==> src/rtl/pool_pkg.sv <==
// rtl/pool_pkg.sv - shared constants and lane max helper for the pooling datapath
package pool_pkg;

    localparam int DEF_DATA_W = 8;
    localparam int DEF_CH     = 3;
    localparam int MAX_W      = 32;

    // Two-operand max of one lane held in the low w bits of a and b.
    // Signed lanes are compared in offset-binary form: flipping the sign bit
    // maps two's-complement order onto unsigned order.
    function automatic logic [MAX_W-1:0] max_lane(
        input logic [MAX_W-1:0] a,
        input logic [MAX_W-1:0] b,
        input int               w,
        input logic             is_signed
    );
        logic [MAX_W-1:0] bias;
        bias = is_signed ? (MAX_W'(1) << (w - 1)) : '0;
        return ((a ^ bias) >= (b ^ bias)) ? a : b;
    endfunction

endpackage

==> src/rtl/pool_max2.sv <==
// rtl/pool_max2.sv - combinational per-lane max of two packed multi-channel beats
module pool_max2
    import pool_pkg::*;
#(
    parameter int DATA_W = DEF_DATA_W,
    parameter int CH     = DEF_CH,
    parameter int SIGNED = 0
) (
    input  logic [CH*DATA_W-1:0] a,
    input  logic [CH*DATA_W-1:0] b,
    output logic [CH*DATA_W-1:0] y
);

    if (DATA_W > MAX_W || DATA_W < 1) begin : g_bad_data_w
        $error("pool_max2: DATA_W out of range");
    end

    // Each channel lane is compared independently
    always_comb begin
        y = '0;
        for (int k = 0; k < CH; k++) begin
            y[k*DATA_W +: DATA_W] = DATA_W'(max_lane(MAX_W'(a[k*DATA_W +: DATA_W]),
                                                     MAX_W'(b[k*DATA_W +: DATA_W]),
                                                     DATA_W, SIGNED != 0));
        end
    end

endmodule

==> src/rtl/pool_stream.sv <==
// rtl/pool_stream.sv - streaming 2x2 stride-2 max pooling with half-row line buffer
module pool_stream
    import pool_pkg::*;
#(
    parameter int DATA_W = DEF_DATA_W,
    parameter int IMG_W  = 6,
    parameter int IMG_H  = 6,
    parameter int CH     = DEF_CH,
    parameter int SIGNED = 0
) (
    input  logic                 clk,
    input  logic                 rst_n,
    input  logic [CH*DATA_W-1:0] in_data,
    input  logic                 in_valid,
    output logic                 in_ready,
    output logic [CH*DATA_W-1:0] out_data,
    output logic                 out_valid,
    input  logic                 out_ready,
    output logic                 out_last,
    output logic                 busy
);

    localparam int BW   = CH * DATA_W;
    localparam int CW   = (IMG_W > 2) ? $clog2(IMG_W) : 1;
    localparam int RW   = (IMG_H > 2) ? $clog2(IMG_H) : 1;
    localparam int LB_D = (IMG_W >= 2) ? IMG_W / 2 : 1;
    localparam int LBW  = (LB_D > 1) ? $clog2(LB_D) : 1;

    if (IMG_W < 2 || (IMG_W % 2) != 0) begin : g_bad_img_w
        $error("pool_stream: IMG_W must be even and >= 2");
    end
    if (IMG_H < 2 || (IMG_H % 2) != 0) begin : g_bad_img_h
        $error("pool_stream: IMG_H must be even and >= 2");
    end

    logic [CW-1:0]  col;
    logic [RW-1:0]  row;
    logic [BW-1:0]  hold_reg;
    logic [BW-1:0]  hmax;
    logic [BW-1:0]  vmax;
    logic [BW-1:0]  lb_rd;
    logic [BW-1:0]  linebuf [LB_D];
    logic [LBW-1:0] lb_idx;
    logic           accept;
    logic           col_last;
    logic           row_last;

    // A single-entry output register can accept whenever it is empty or draining
    assign in_ready = ~out_valid | out_ready;
    assign accept   = in_valid & in_ready;
    assign col_last = (col == CW'(IMG_W - 1));
    assign row_last = (row == RW'(IMG_H - 1));
    assign lb_idx   = LBW'(col >> 1);
    assign lb_rd    = linebuf[lb_idx];
    assign busy     = (col != '0) | (row != '0) | out_valid;

    pool_max2 #(.DATA_W(DATA_W), .CH(CH), .SIGNED(SIGNED)) u_hmax (
        .a (hold_reg),
        .b (in_data),
        .y (hmax)
    );

    pool_max2 #(.DATA_W(DATA_W), .CH(CH), .SIGNED(SIGNED)) u_vmax (
        .a (lb_rd),
        .b (hmax),
        .y (vmax)
    );

    // Raster position counters, advancing only on accepted beats
    always_ff @(posedge clk) begin
        if (!rst_n) begin
            col <= '0;
            row <= '0;
        end else if (accept) begin
            if (col_last) begin
                col <= '0;
                row <= row_last ? '0 : row + RW'(1);
            end else begin
                col <= col + CW'(1);
            end
        end
    end

    // Even columns park the left pixel of each horizontal pair
    always_ff @(posedge clk) begin
        if (!rst_n) begin
            hold_reg <= '0;
        end else if (accept && !col[0]) begin
            hold_reg <= in_data;
        end
    end

    // Even rows store the horizontal max for the odd row below; no reset needed
    always_ff @(posedge clk) begin
        if (accept && col[0] && !row[0]) begin
            linebuf[lb_idx] <= hmax;
        end
    end

    // Odd-row/odd-column beats load a result; otherwise the register drains on handshake
    always_ff @(posedge clk) begin
        if (!rst_n) begin
            out_valid <= 1'b0;
            out_last  <= 1'b0;
            out_data  <= '0;
        end else if (accept && col[0] && row[0]) begin
            out_valid <= 1'b1;
            out_data  <= vmax;
            out_last  <= row_last & col_last;
        end else if (out_ready) begin
            out_valid <= 1'b0;
        end
    end

endmodule
==> config.mk <==
export PLATFORM = sky130hd
export DESIGN_NAME = pool_stream
export DESIGN_NICKNAME = d
export VERILOG_FILES = /design/src/rtl/pool_pkg.sv /design/src/rtl/pool_max2.sv /design/src/rtl/pool_stream.sv
export SDC_FILE = /design/constraint.sdc
export NUM_CORES = 1
export LEC_CHECK = 0
export BUFFER_PORTS_ARGS = -buffer_cell sky130_fd_sc_hd__buf_2
export CAP_MARGIN = 20
export CORE_ASPECT_RATIO = 0.8
export CORE_UTILIZATION = 45
export DETAILED_ROUTE_END_ITERATION = 10
export PLACE_DENSITY = 0.71
export SLEW_MARGIN = 20
export SYNTH_ARGS = -nofsm -noshare
export SYNTH_HDL_FRONTEND = slang
export SYNTH_SLANG_ARGS = --single-unit
==> constraint.sdc <==
create_clock -name clk -period 6.25 [get_ports clk]
set_clock_uncertainty 0.2 [all_clocks]
set_input_delay 1.25 -clock clk [delete_from_list [all_inputs] [get_ports clk]]
set_output_delay 1.25 -clock clk [all_outputs]
set_load 0.03 [all_outputs]
==> impl_results.md, run 1 <==
* Max-slew violations at 0
* Setup_tns at 0 ns
* CTS Sinks at 130
* Dominant synthesized flop cell: edfxtp_1
* CTS buffer count at 17
* CP Data Required Time at 6.40 ns
* Maximum vdd drop at approximately 0.16 mV
* Setup violations, final at 0
* Vias post-DR at 4,574
* Clock-pin slew on the worst setup and hold paths at 0.06 ns
* Crit path kind: input port to flip-flop
* Relative slew slack at 0.351
* R2R Setup Slk at 2.22 ns
* Num ports at 56
* Maximum clock frequency at between 0.2 and 0.25 GHz
* IO buf count at 55
* Pint at 1620 uW
* Commonest non-fill, non-tap cells in the layout: nand2_1 (80), edfxtp_1 (72), dfxtp_1 (58)
* Die ar. at approximately 15,000 sq um
* Worst min-delay path class: flip-flop to flip-flop
* Clock root cell: clkbuf_16
* Clk pwr share at 0.459
* Share of power burned in registers at 0.437
* Hpwl dp at 9570 microns
* Post-synthesis cell type count at 43
* Pwr Density at 289 nW/um^2
* Seq cells post-synth at 130
* Tightest Pin Transition at 0.973 ns
* Syn nets at 672
* Vias in the first global route at 4,524
* Post-CTS setup repair buffer count at 0
* Largest register FFs at 72
* Post-synthesis instance area at roughly 6400 sq um
* Initial Util at 0.468
* Cts hold-fix bufs at 0
* Mapped Avg Cell Area at 10.8 sq um
* Iter 0 DRT Violations at 266
* CP Max Fanout at 10
* Antenna-violating nets left at 0
* Unrepaired setup endpoints after global routing: no
* Core Region at 13,700 sq um
* Pre-CTS setup slack at 1.22 ns
* Register area share after synthesis at 0.517
* Post-cts resize count at 0
* DR pass1 iterations at 4
* First-pass GRT wire length at 22,500 microns
* Sw power at 527 uW
* Fin crit period at around 4.7 ns
* Startpoint types: input port
* H-tree levels at 4
* Placed cell areas at roughly 7000 sq um
* Inserted Diodes at 0
* Post-synth EDFFs at 72
* Crit end category: flip-flop
* Die W at 136 microns
* Num rows at 38
* Vias/cell at 5.45
* Tot GR Track Use at 0.202
* Hold Fails Final Rpt at 0
* RePlAce Congestion at 0.827
* Clk_lat worst skew at ~0.42 ns
* Grt ovf at 0
* CP arrival at 4.84 ns
* Fraction of registers with async set/reset at 0
* WL per Instance at approximately 16 microns
* Final period util at 0.751
* Area Growth Syn to Fin at 15.8%
* Most common cell after layout, fill and taps aside: nand2_1
* DRC errors left at 0
* Max Buffers Root-to-Sink at 2
* Initial antenna violation count at 0
* Largest net degree at the start of global routing at 46
* Leakage power at 0.00319 uW
* CTS tree: done
* WL final at 13,800 microns
* Final instance area at 7440 sq um
* Layout cells sized above 1 at 0.194
* NumNets Final at 722
* Die height at 109 microns
* Synth warn at 0
* Switching share of power at 0.245
* Synth Instances at 596
* MaxCap Viol Count at 0
* Combinational share of power at 0.104
* Final worst slack at approximately 1.6 ns
* Outcome: finished, final reports clean
-- per-layer routing --
metal | up-vias | track usage | share of wire
li1 | 2237 | - | -
met1 | 2204 | 0.277 | 0.49
met2 | 107 | 0.308 | 0.44
met3 | 26 | 0.0344 | 0.046
met4 | 0 | 0.100 | 0.026
met5 | - | 0 | 0
-- worst paths after layout --
path           startpoint            to  cells after the start
min reg2reg  hold_reg[20]  hold_reg[20]                      2
max           in_data[18]  out_data[21]                     13
max reg2reg  hold_reg[18]  out_data[21]                     11
min          hold_reg[20]  hold_reg[20]                      2
-- kinds of logic (layout without fill, tap and decap cells) --
| family | count (synthesis) | after routing | share of synthesized area |
|---|---|---|---|
| multiplexers | 52 | 52 | 0.0820 |
| AO/OA/AOI/OAI | 113 | 113 | 0.132 |
| buffers and inverters | 78 | 141 | 0.0510 |
| XOR/XNOR | 1 | 1 | 0.00136 |
| AND/OR/NAND/NOR | 174 | 174 | 0.123 |
| flip-flops | 130 | 130 | 0.517 |
| adder cells (fa/ha/maj) | 48 | 48 | 0.0935 |
-- cells in the mapped netlist, types with 2 or more instances --
| library cell | n | area (sq um) |
|---|---|---|
| mux2i_1 | 47 | 470 |
| o211ai_1 | 2 | 15.0 |
| nand4_1 | 2 | 12.5 |
| or3b_1 | 3 | 26.3 |
| nor2b_1 | 3 | 18.8 |
| edfxtp_1 | 72 | 2160 |
| and2_1 | 3 | 18.8 |
| nand2_1 | 80 | 300 |
| o21ai_0 | 24 | 120 |
| a21oi_1 | 35 | 175 |
| inv_1 | 46 | 173 |
| nor3_1 | 3 | 15.0 |
| nand2b_1 | 5 | 31.3 |
| nor2_1 | 22 | 82.6 |
| or2_1 | 2 | 12.5 |
| a21o_1 | 6 | 45.0 |
| a31oi_1 | 2 | 12.5 |
| o211ai_2 | 19 | 238 |
| clkbuf_1 | 17 | 63.8 |
| a41oi_4 | 3 | 82.6 |
| a211o_1 | 2 | 17.5 |
| a211oi_1 | 3 | 22.5 |
| ha_1 | 48 | 601 |
| dfxtp_1 | 58 | 1160 |
| buf_2 | 10 | 50.1 |
| o2111ai_1 | 2 | 17.5 |
| o21ai_1 | 9 | 45.0 |
| nand3_1 | 44 | 220 |
| a32o_1 | 2 | 20.0 |
| nor4_1 | 2 | 12.5 |
| buf_6 | 3 | 33.8 |
| a221oi_1 | 2 | 17.5 |
| mux2_2 | 5 | 56.3 |
-- layout make-up --
cell class,count,area [sq um]
fillers,1162,6300
clock buffers,22,505
inverters,47,176
flip-flops and latches,130,3320
repair buffers,62,328
multi-input cells,388,2790
clock inverters,10,92.6
well taps,180,225
-- critical path, cell delays in order --
cell and delay, ns:
buf_2 0.11, inv_1 0.04, ha_1 0.29, a211oi_1 0.27, o21ai_1 0.17, a41oi_4 0.45
mux2i_1 0.51, ha_1 0.33, and2_1 0.17, a221oi_1 0.31, o21ai_1 0.31, or2_1 0.43
o211ai_2 0.18
-- through the flow --
step           hold slack [ns]  utilization  std cells  power, uW
6_report                 0.279        0.541        839       2150
5_1_grt                  0.292        0.541        839       2220
4_1_cts                  0.278        0.541        839       2150
3_5_place_dp             0.270        0.498        807       1180
3_3_place_gp             0.262        0.498        807       1160
2_1_floorplan            0.247            -        596       1110
-- power groups by stage --
stage	combinational [uW]	clock, uW	sequential (uW)
2_1_floorplan	158	0	954
3_3_place_gp	207	0	956
3_5_place_dp	220	0	957
4_1_cts	223	991	939
5_1_grt	252	1030	941
6_report	223	987	939
No activity file was read; power rests on OpenSTA's default activity.
==> run 2: changes to the inputs <==
--- a/config.mk
+++ b/config.mk
@@ -5,6 +5,7 @@
 export SDC_FILE = /design/constraint.sdc
 export NUM_CORES = 1
 export LEC_CHECK = 0
+export ABC_AREA = 1
 export BUFFER_PORTS_ARGS = -buffer_cell sky130_fd_sc_hd__buf_2
 export CAP_MARGIN = 20
 export CORE_ASPECT_RATIO = 0.8
==> constraint.sdc (replaced) <==
create_clock -name clk -period 4.4 [get_ports clk]
set_clock_uncertainty 0.2 [all_clocks]
set_input_delay 0.88 -clock clk [delete_from_list [all_inputs] [get_ports clk]]
set_output_delay 0.88 -clock clk [all_outputs]
set_load 0.03 [all_outputs]
==> run 2 against run 1 <==
Setup slack got worse by 0.57 ns. Cell area rose by 7.4%. Flip-flop and latch count unchanged. Non-clock buffer count down 2. Final cell count increased by 30%. Clock-buffer cell count is 4 lower. Sequential power increased by 45%. Utilization fell by 1.1 points. Sequential share of layout area down 3.1 points. Critical path depth increased by 8. Clock power rose by 44%. First-iteration DRC count grew 140%. Largest power group unchanged. Highest routed layer unchanged.
==> impl_results.md, run 2 <==
* Die ar. at 16,000 sq um
* H-tree levels at 4
* Initial Util at 0.462
* Final instance area at between 7000 and 8000 sq um
* Post-synth top area cell: edfxtp_1
* Clk_lat worst skew at between 0.4 and 0.5 ns
* Die height at between 100 and 150 microns
* Most common cell after layout, fill and taps aside: nand2_1
* Synth area leaders: edfxtp_1 (31%), dfxtp_1 (17%), nand2_1 (9.3%)
* Yosys top cell area share at 0.310
* Pwr Density at 421 nW/um^2
* Maximum vdd drop at approximately 0.35 mV
* Inserted Diodes at 0
* WL final at 15,200 microns
* Maximum clock frequency at 0.294 GHz
* CTS buffer count at 17
* Vias post-DR at 5,517
* Final Non-Filler Cells at between 1,000 and 1,500
* Clock-pin slew on the worst setup and hold paths at 0.05 ns
* Post-cts resize count at 0
* Synth warn at 0
* Post-Place Cells at around 1,100
* Grt ovf at 0
* Area Growth Syn to Fin at 14.7%
* Fin crit period at about 3.4 ns
* CP Max Fanout at 9
* Commonest non-fill, non-tap cells in the layout: nand2_1 (172), inv_1 (130), a21oi_1 (84)
* Worst min-delay path class: flip-flop to flip-flop
* Synth Instances at 811
* Num ports at 56
* IO buf count at 55
* Syn nets at 887
* Hpwl dp at 10,400 microns
* Largest register FFs at 72
* Fin util at 0.531
* Relative slew slack at 0.358
* Slowest stage delay, CP at 0.35 ns
* Most frequent cell after synthesis: nand2_1
* Vias/cell at approximately 5
* Post-synth top cells: nand2_1 (172), inv_1 (130), a21oi_1 (84), nand3_1 (74), edfxtp_1 (72)
* Overall power at 3370 uW
* Largest net degree at the start of global routing at 53
* Final period util at 0.774
* Hold Fails Final Rpt at 0
* Core Region at roughly 15,000 sq um
* NumNets Final at 940
* Post-CTS setup repair buffer count at 0
* CTS tree: done
* CTS Sinks at 130
* Max-slew violations at 0
* Outcome: finished, final reports clean
* Mapped Avg Cell Area at about 8.6 sq um
* Register area share after synthesis at 0.477
* Setup violations, final at 0
* Tot GR Track Use at 0.204
* Layout cells sized above 1 at 0.145
* Post-synth EDFFs at 72
* Tightest Pin Transition at a little under 1 ns
* Initial antenna violation count at 0
* MaxCap Viol Count at 0
* First-pass GRT wire length at between 20,000 and 25,000 microns
* Leakage power at 0.00381 uW
* CP most frequent cell: nand2_1
* DR pass1 iterations at 5
* Vias in the first global route at 4,876
* Antenna-violating nets left at 0
* Max Buffers Root-to-Sink at 2
* WL per Instance at approximately 14 microns
* CP Data Required Time at 4.52 ns
* Post-synthesis cell type count at 33
* Num rows at 40
* Die W at about 140 microns
* Fraction of registers with async set/reset at 0
* RePlAce Congestion at a little under 0.9
* Crit end category: flip-flop
* Placed cell areas at roughly 7400 sq um
* Crit path kind: input port to flip-flop
* Cts hold-fix bufs at 0
* Post-synthesis instance area at 6970 sq um
* Setup_tns at 0 ns
* Cell with the largest stage delay on the worst path: o21a_1
* Startpoint types: input port
* Unrepaired setup endpoints after global routing: no
* DRC errors left at 0
* Seq cells post-synth at 130
* Dominant synthesized flop cell: edfxtp_1
* Iter 0 DRT Violations at 648
* CP arrival at 3.52 ns
* Clock root cell: clkbuf_16
* Worst-path cell chain: buf_2 -> inv_1 -> ha_1 -> nand2_1 -> inv_1 -> nor2_1 -> o21a_1 -> nand2_4 -> nand2_1 -> nand2_1 -> ha_1 -> a21oi_1 -> nor2_1 -> nor2_2 -> nand2_2 -> nor2_8 -> inv_6 -> nand2_1 -> nand3_1 -> nand2_1 -> inv_1
-- run 2: critical path: cells and delay by family --
| family | cells | cell delay, ns |
|---|---|---|
| AO/OA/AOI/OAI | 2 | 0.53 |
| AND/OR/NAND/NOR | 12 | 1.21 |
| buffers and inverters | 5 | 0.28 |
| adder cells (fa/ha/maj) | 2 | 0.62 |
-- run 2: layer usage --
layer / GRT usage / vias up / wire, microns
li1: - / 2791 / -
met1: 0.303 / 2533 / 7590
met2: 0.288 / 180 / 6360
met3: 0.0550 / 13 / 1130
met4: 0.0529 / 0 / 104
met5: 0 / - / 0
-- run 2: kinds of logic after synthesis --
group,after synthesis,share of synthesized area
and+or+nand+nor,325,0.221
buffers and inverters,162,0.0982
AOI/OAI and AO/OA,146,0.118
DFF,130,0.477
adders and majority gates,48,0.0862
-- run 2: path summary, 6_finish.rpt --
check | start | endpoint | slack (ns) | cells after the start
hold / removal | hold_reg[14] | hold_reg[14] | 0.27 | 2
setup / recovery | in_data[15] | out_data[14] | 0.99 | 21
setup reg to reg | hold_reg[15] | out_data[14] | 1.31 | 19
hold reg to reg | hold_reg[14] | hold_reg[14] | 0.27 | 2
-- run 2: area by class of cell --
class                      count  area [sq um]
fill                        1347          7070
sequential                   130          3320
multi-input combinational    519          2970
inverter                     136           520
clock buffer                  18           439
timing repair buffer          60           313
tap                          210           263
clock inverter                14           163
-- run 2: stage by stage --
stage / setup WS [ns] / hold slack [ns]
floorplan: 1.16 / 0.248
global placement: 0.627 / 0.265
detailed placement: 0.628 / 0.267
CTS: 1.05 / 0.278
global route: 0.773 / 0.311
finish: 0.993 / 0.275
-- run 2: power breakdown --
| part | internal, uW | total (uW) | leakage [uW] | switching (uW) |
|---|---|---|---|---|
| registers | 1340 | 1360 | 0.00112 | 14.4 |
| logic | 192 | 594 | 0.00240 | 402 |
| clock network | 901 | 1420 | 0.000289 | 517 |
==> run 3: changes to the inputs <==
--- a/config.mk
+++ b/config.mk
@@ -11,7 +11,7 @@
 export CORE_ASPECT_RATIO = 0.8
 export CORE_UTILIZATION = 45
 export DETAILED_ROUTE_END_ITERATION = 10
-export PLACE_DENSITY = 0.71
+export PLACE_DENSITY = 0.73
 export SLEW_MARGIN = 20
 export SYNTH_ARGS = -nofsm -noshare
 export SYNTH_HDL_FRONTEND = slang
==> constraint.sdc (replaced) <==
create_clock -name clk -period 2.8 [get_ports clk]
set_clock_uncertainty 0.2 [all_clocks]
set_input_delay 0.56 -clock clk [delete_from_list [all_inputs] [get_ports clk]]
set_output_delay 0.56 -clock clk [all_outputs]
set_load 0.03 [all_outputs]
==> run 3 against run 2 <==
The run now ends with setup timing left. Clock power is 58% higher. Flip-flop and latch count stayed put. Register-to-register slack worse by 1.4 ns. Sequential share of layout area is 8.8 points lower. Die area stayed put. Combinational power grew to 2.9 times the previous value. Worst hold slack worse by 0.043 ns. Sequential power is 57% higher. Highest routed layer unchanged.
==> impl_results.md, run 3 (synthesized netlist as in run 2, its figures left out) <==
* Outcome: finished with violations
* Failing checks: setup timing
* Layout cells sized above 1 at 0.446
* First-pass GRT wire length at 27,600 microns
* Placed cell areas at 8430 sq um
* Layout fillers at 1,086
* Area Growth Syn to Fin at 46.4%
* Leakage power at approximately 0.0046 uW
* Num rows at 40
* Worst-path cell chain: ha_4 -> nand2_1 -> inv_1 -> nor2_2 -> o21a_4 -> buf_12 -> nand2_8 -> nand2_4 -> nand2_4 -> ha_4 -> nand2_2 -> inv_2 -> nand3_2 -> nor3_4 -> buf_6 -> nor2_4 -> buf_4 -> nand3_2 -> nand3_1 -> nand2_1 -> inv_1
* CP arrival at 3.03 ns
* Final Non-Filler Cells at 1,197
* Hpwl dp at approximately 11,000 microns
* Slowest stage delay, CP at 0.35 ns
* Final worst slack at -0.102 ns
* CTS buffer count at 17
* Cell with the largest stage delay on the worst path: dfxtp_2
* Initial Util at 0.462
* Final instance area at 10,200 sq um
* Die height at about 110 microns
* Antenna-violating nets left at 0
* WL per Instance at 15.1 microns
* Pwr Density at 602 nW/um^2
* Largest net degree at the start of global routing at 50
* Setup_tns at -0.635 ns
* Clk_lat worst skew at 0.42 ns
* DR pass1 iterations at 4
* Iter 0 DRT Violations at 394
* Relative slew slack at 0.630
* Crit path kind: flip-flop to flip-flop
* Maximum clock frequency at 0.345 GHz
* Met1 usage at 0.283
* Cts hold-fix bufs at 0
* Clock-pin slew on the worst setup and hold paths at 0.06 ns
* CTS tree: done
* Buf/Inv on CP at 6
* Pre-CTS setup slack at -0.469 ns
* Vias/cell at 5.06
* Most common cell after layout, fill and taps aside: inv_1
* Overall power at 6130 uW
* Worst min-delay path class: input port to flip-flop
* Grt peak-use layer: met2
* CP Max Fanout at 8
* Commonest non-fill, non-tap cells in the layout: inv_1 (116), buf_4 (93), nand2_1 (88)
* Max Buffers Root-to-Sink at 2
* Largest register FFs at 72
* Vias post-DR at 6,061
* Hold Fails Final Rpt at 0
* M3 GR Usage at 0.0478
* Unrepaired setup endpoints after global routing: yes
* Core Region at 15,100 sq um
* CP Data Required Time at 2.92 ns
* Tightest Pin Transition at ~0.55 ns
* Num ports at 56
* IO buf count at 55
* DRC errors left at 0
* Tot GR Track Use at 0.223
* Clock root cell: clkbuf_16
* Setup violations, final at 12
* Critical path's top delay family: simple AND/OR/NAND/NOR gates
* GR met2 Demand/Resource at 0.371
* Die W at 141 microns
* WL final at roughly 18,000 microns
* Maximum vdd drop at 0.553 mV
* Initial antenna violation count at 0
* CTS Sinks at 130
* Inserted Diodes at 0
* Vias in the first global route at 5,764
* RePlAce Congestion at 0.842
* R2R Setup Slk at -0.10 ns
* H-tree levels at 4
* Crit end category: flip-flop
* Fin crit period at 2.90 ns
* Die ar. at ~16,000 sq um
* Grt ovf at 0
* Max-slew violations at 0
* Post-Place Cells at 1,120
* Final period util at 1.04
* MaxCap Viol Count at 0
* Startpoint types: flip-flop
* NumNets Final at 1,050
==> run 3: cell types whose count changed in the layout (fill, tap and decap cells not counted), sizes merged <==
cell | previous run | this run
buf | 60 | 165
clkbuf | 18 | 19
clkinv | 7 | 5
clkinvlp | 3 | 7
inv | 137 | 135
nand2 | 183 | 184
nor2 | 47 | 50
==> run 3: worst min-delay path: cells and delay by family <==
kind                   cells  cell delay [ns]
AOI/OAI and AO/OA          2             0.17
buffers and inverters      1             0.08
==> run 3: metrics by stage <==
| step | utilization | hold WS (ns) |
|---|---|---|
| floorplan | - | 0.248 |
| global placement | 0.560 | 0.256 |
| detailed placement | 0.560 | 0.280 |
| CTS | 0.631 | 0.216 |
| global route | 0.677 | 0.224 |
| finish | 0.677 | 0.232 |
==> run 3: final timing paths <==
path | from | endpoint | cells past startpoint
setup / recovery | hold_reg[15] | out_data[11] | 21
hold / removal | in_data[10] | hold_reg[10] | 3
setup reg to reg | hold_reg[15] | out_data[11] | 21
hold reg to reg | hold_reg[0] | hold_reg[0] | 2
==> run 3: routing by layer <==
layer,vias up,part of all wire,routed length (microns)
met5,-,0,0
met4,0,0.013,233
met3,23,0.042,756
met2,149,0.50,9100
met1,2873,0.44,7970
li1,3016,-,-
==> run 3: area by class of cell <==
type | instances | area, sq um | area share
Clock buffer | 18 | 429 | 0.0421
Clock inverter | 14 | 166 | 0.0163
Inverter | 136 | 531 | 0.0520
Multi-Input combinational cell | 523 | 4190 | 0.411
Sequential cell | 130 | 3340 | 0.327
Tap cell | 210 | 263 | 0.0258
Timing Repair Buffer | 166 | 1280 | 0.125
==> run 3: timing repair <==
action	CTS	global route
pin swaps	32	82
setup endpoints to repair	21	27
setup buffers	26	13
gates resized for setup	50	124
gates cloned	4	2
==> run 3: where the power goes <==
| part | total (uW) | leakage (uW) | internal [uW] | switching [uW] |
|---|---|---|---|---|
| combinational | 1740 | 0.00322 | 771 | 973 |
| clock | 2250 | 0.000270 | 1390 | 857 |
| sequential | 2140 | 0.00113 | 2110 | 30.6 |
| total | 6130 | 0.00462 | 4270 | 1860 |
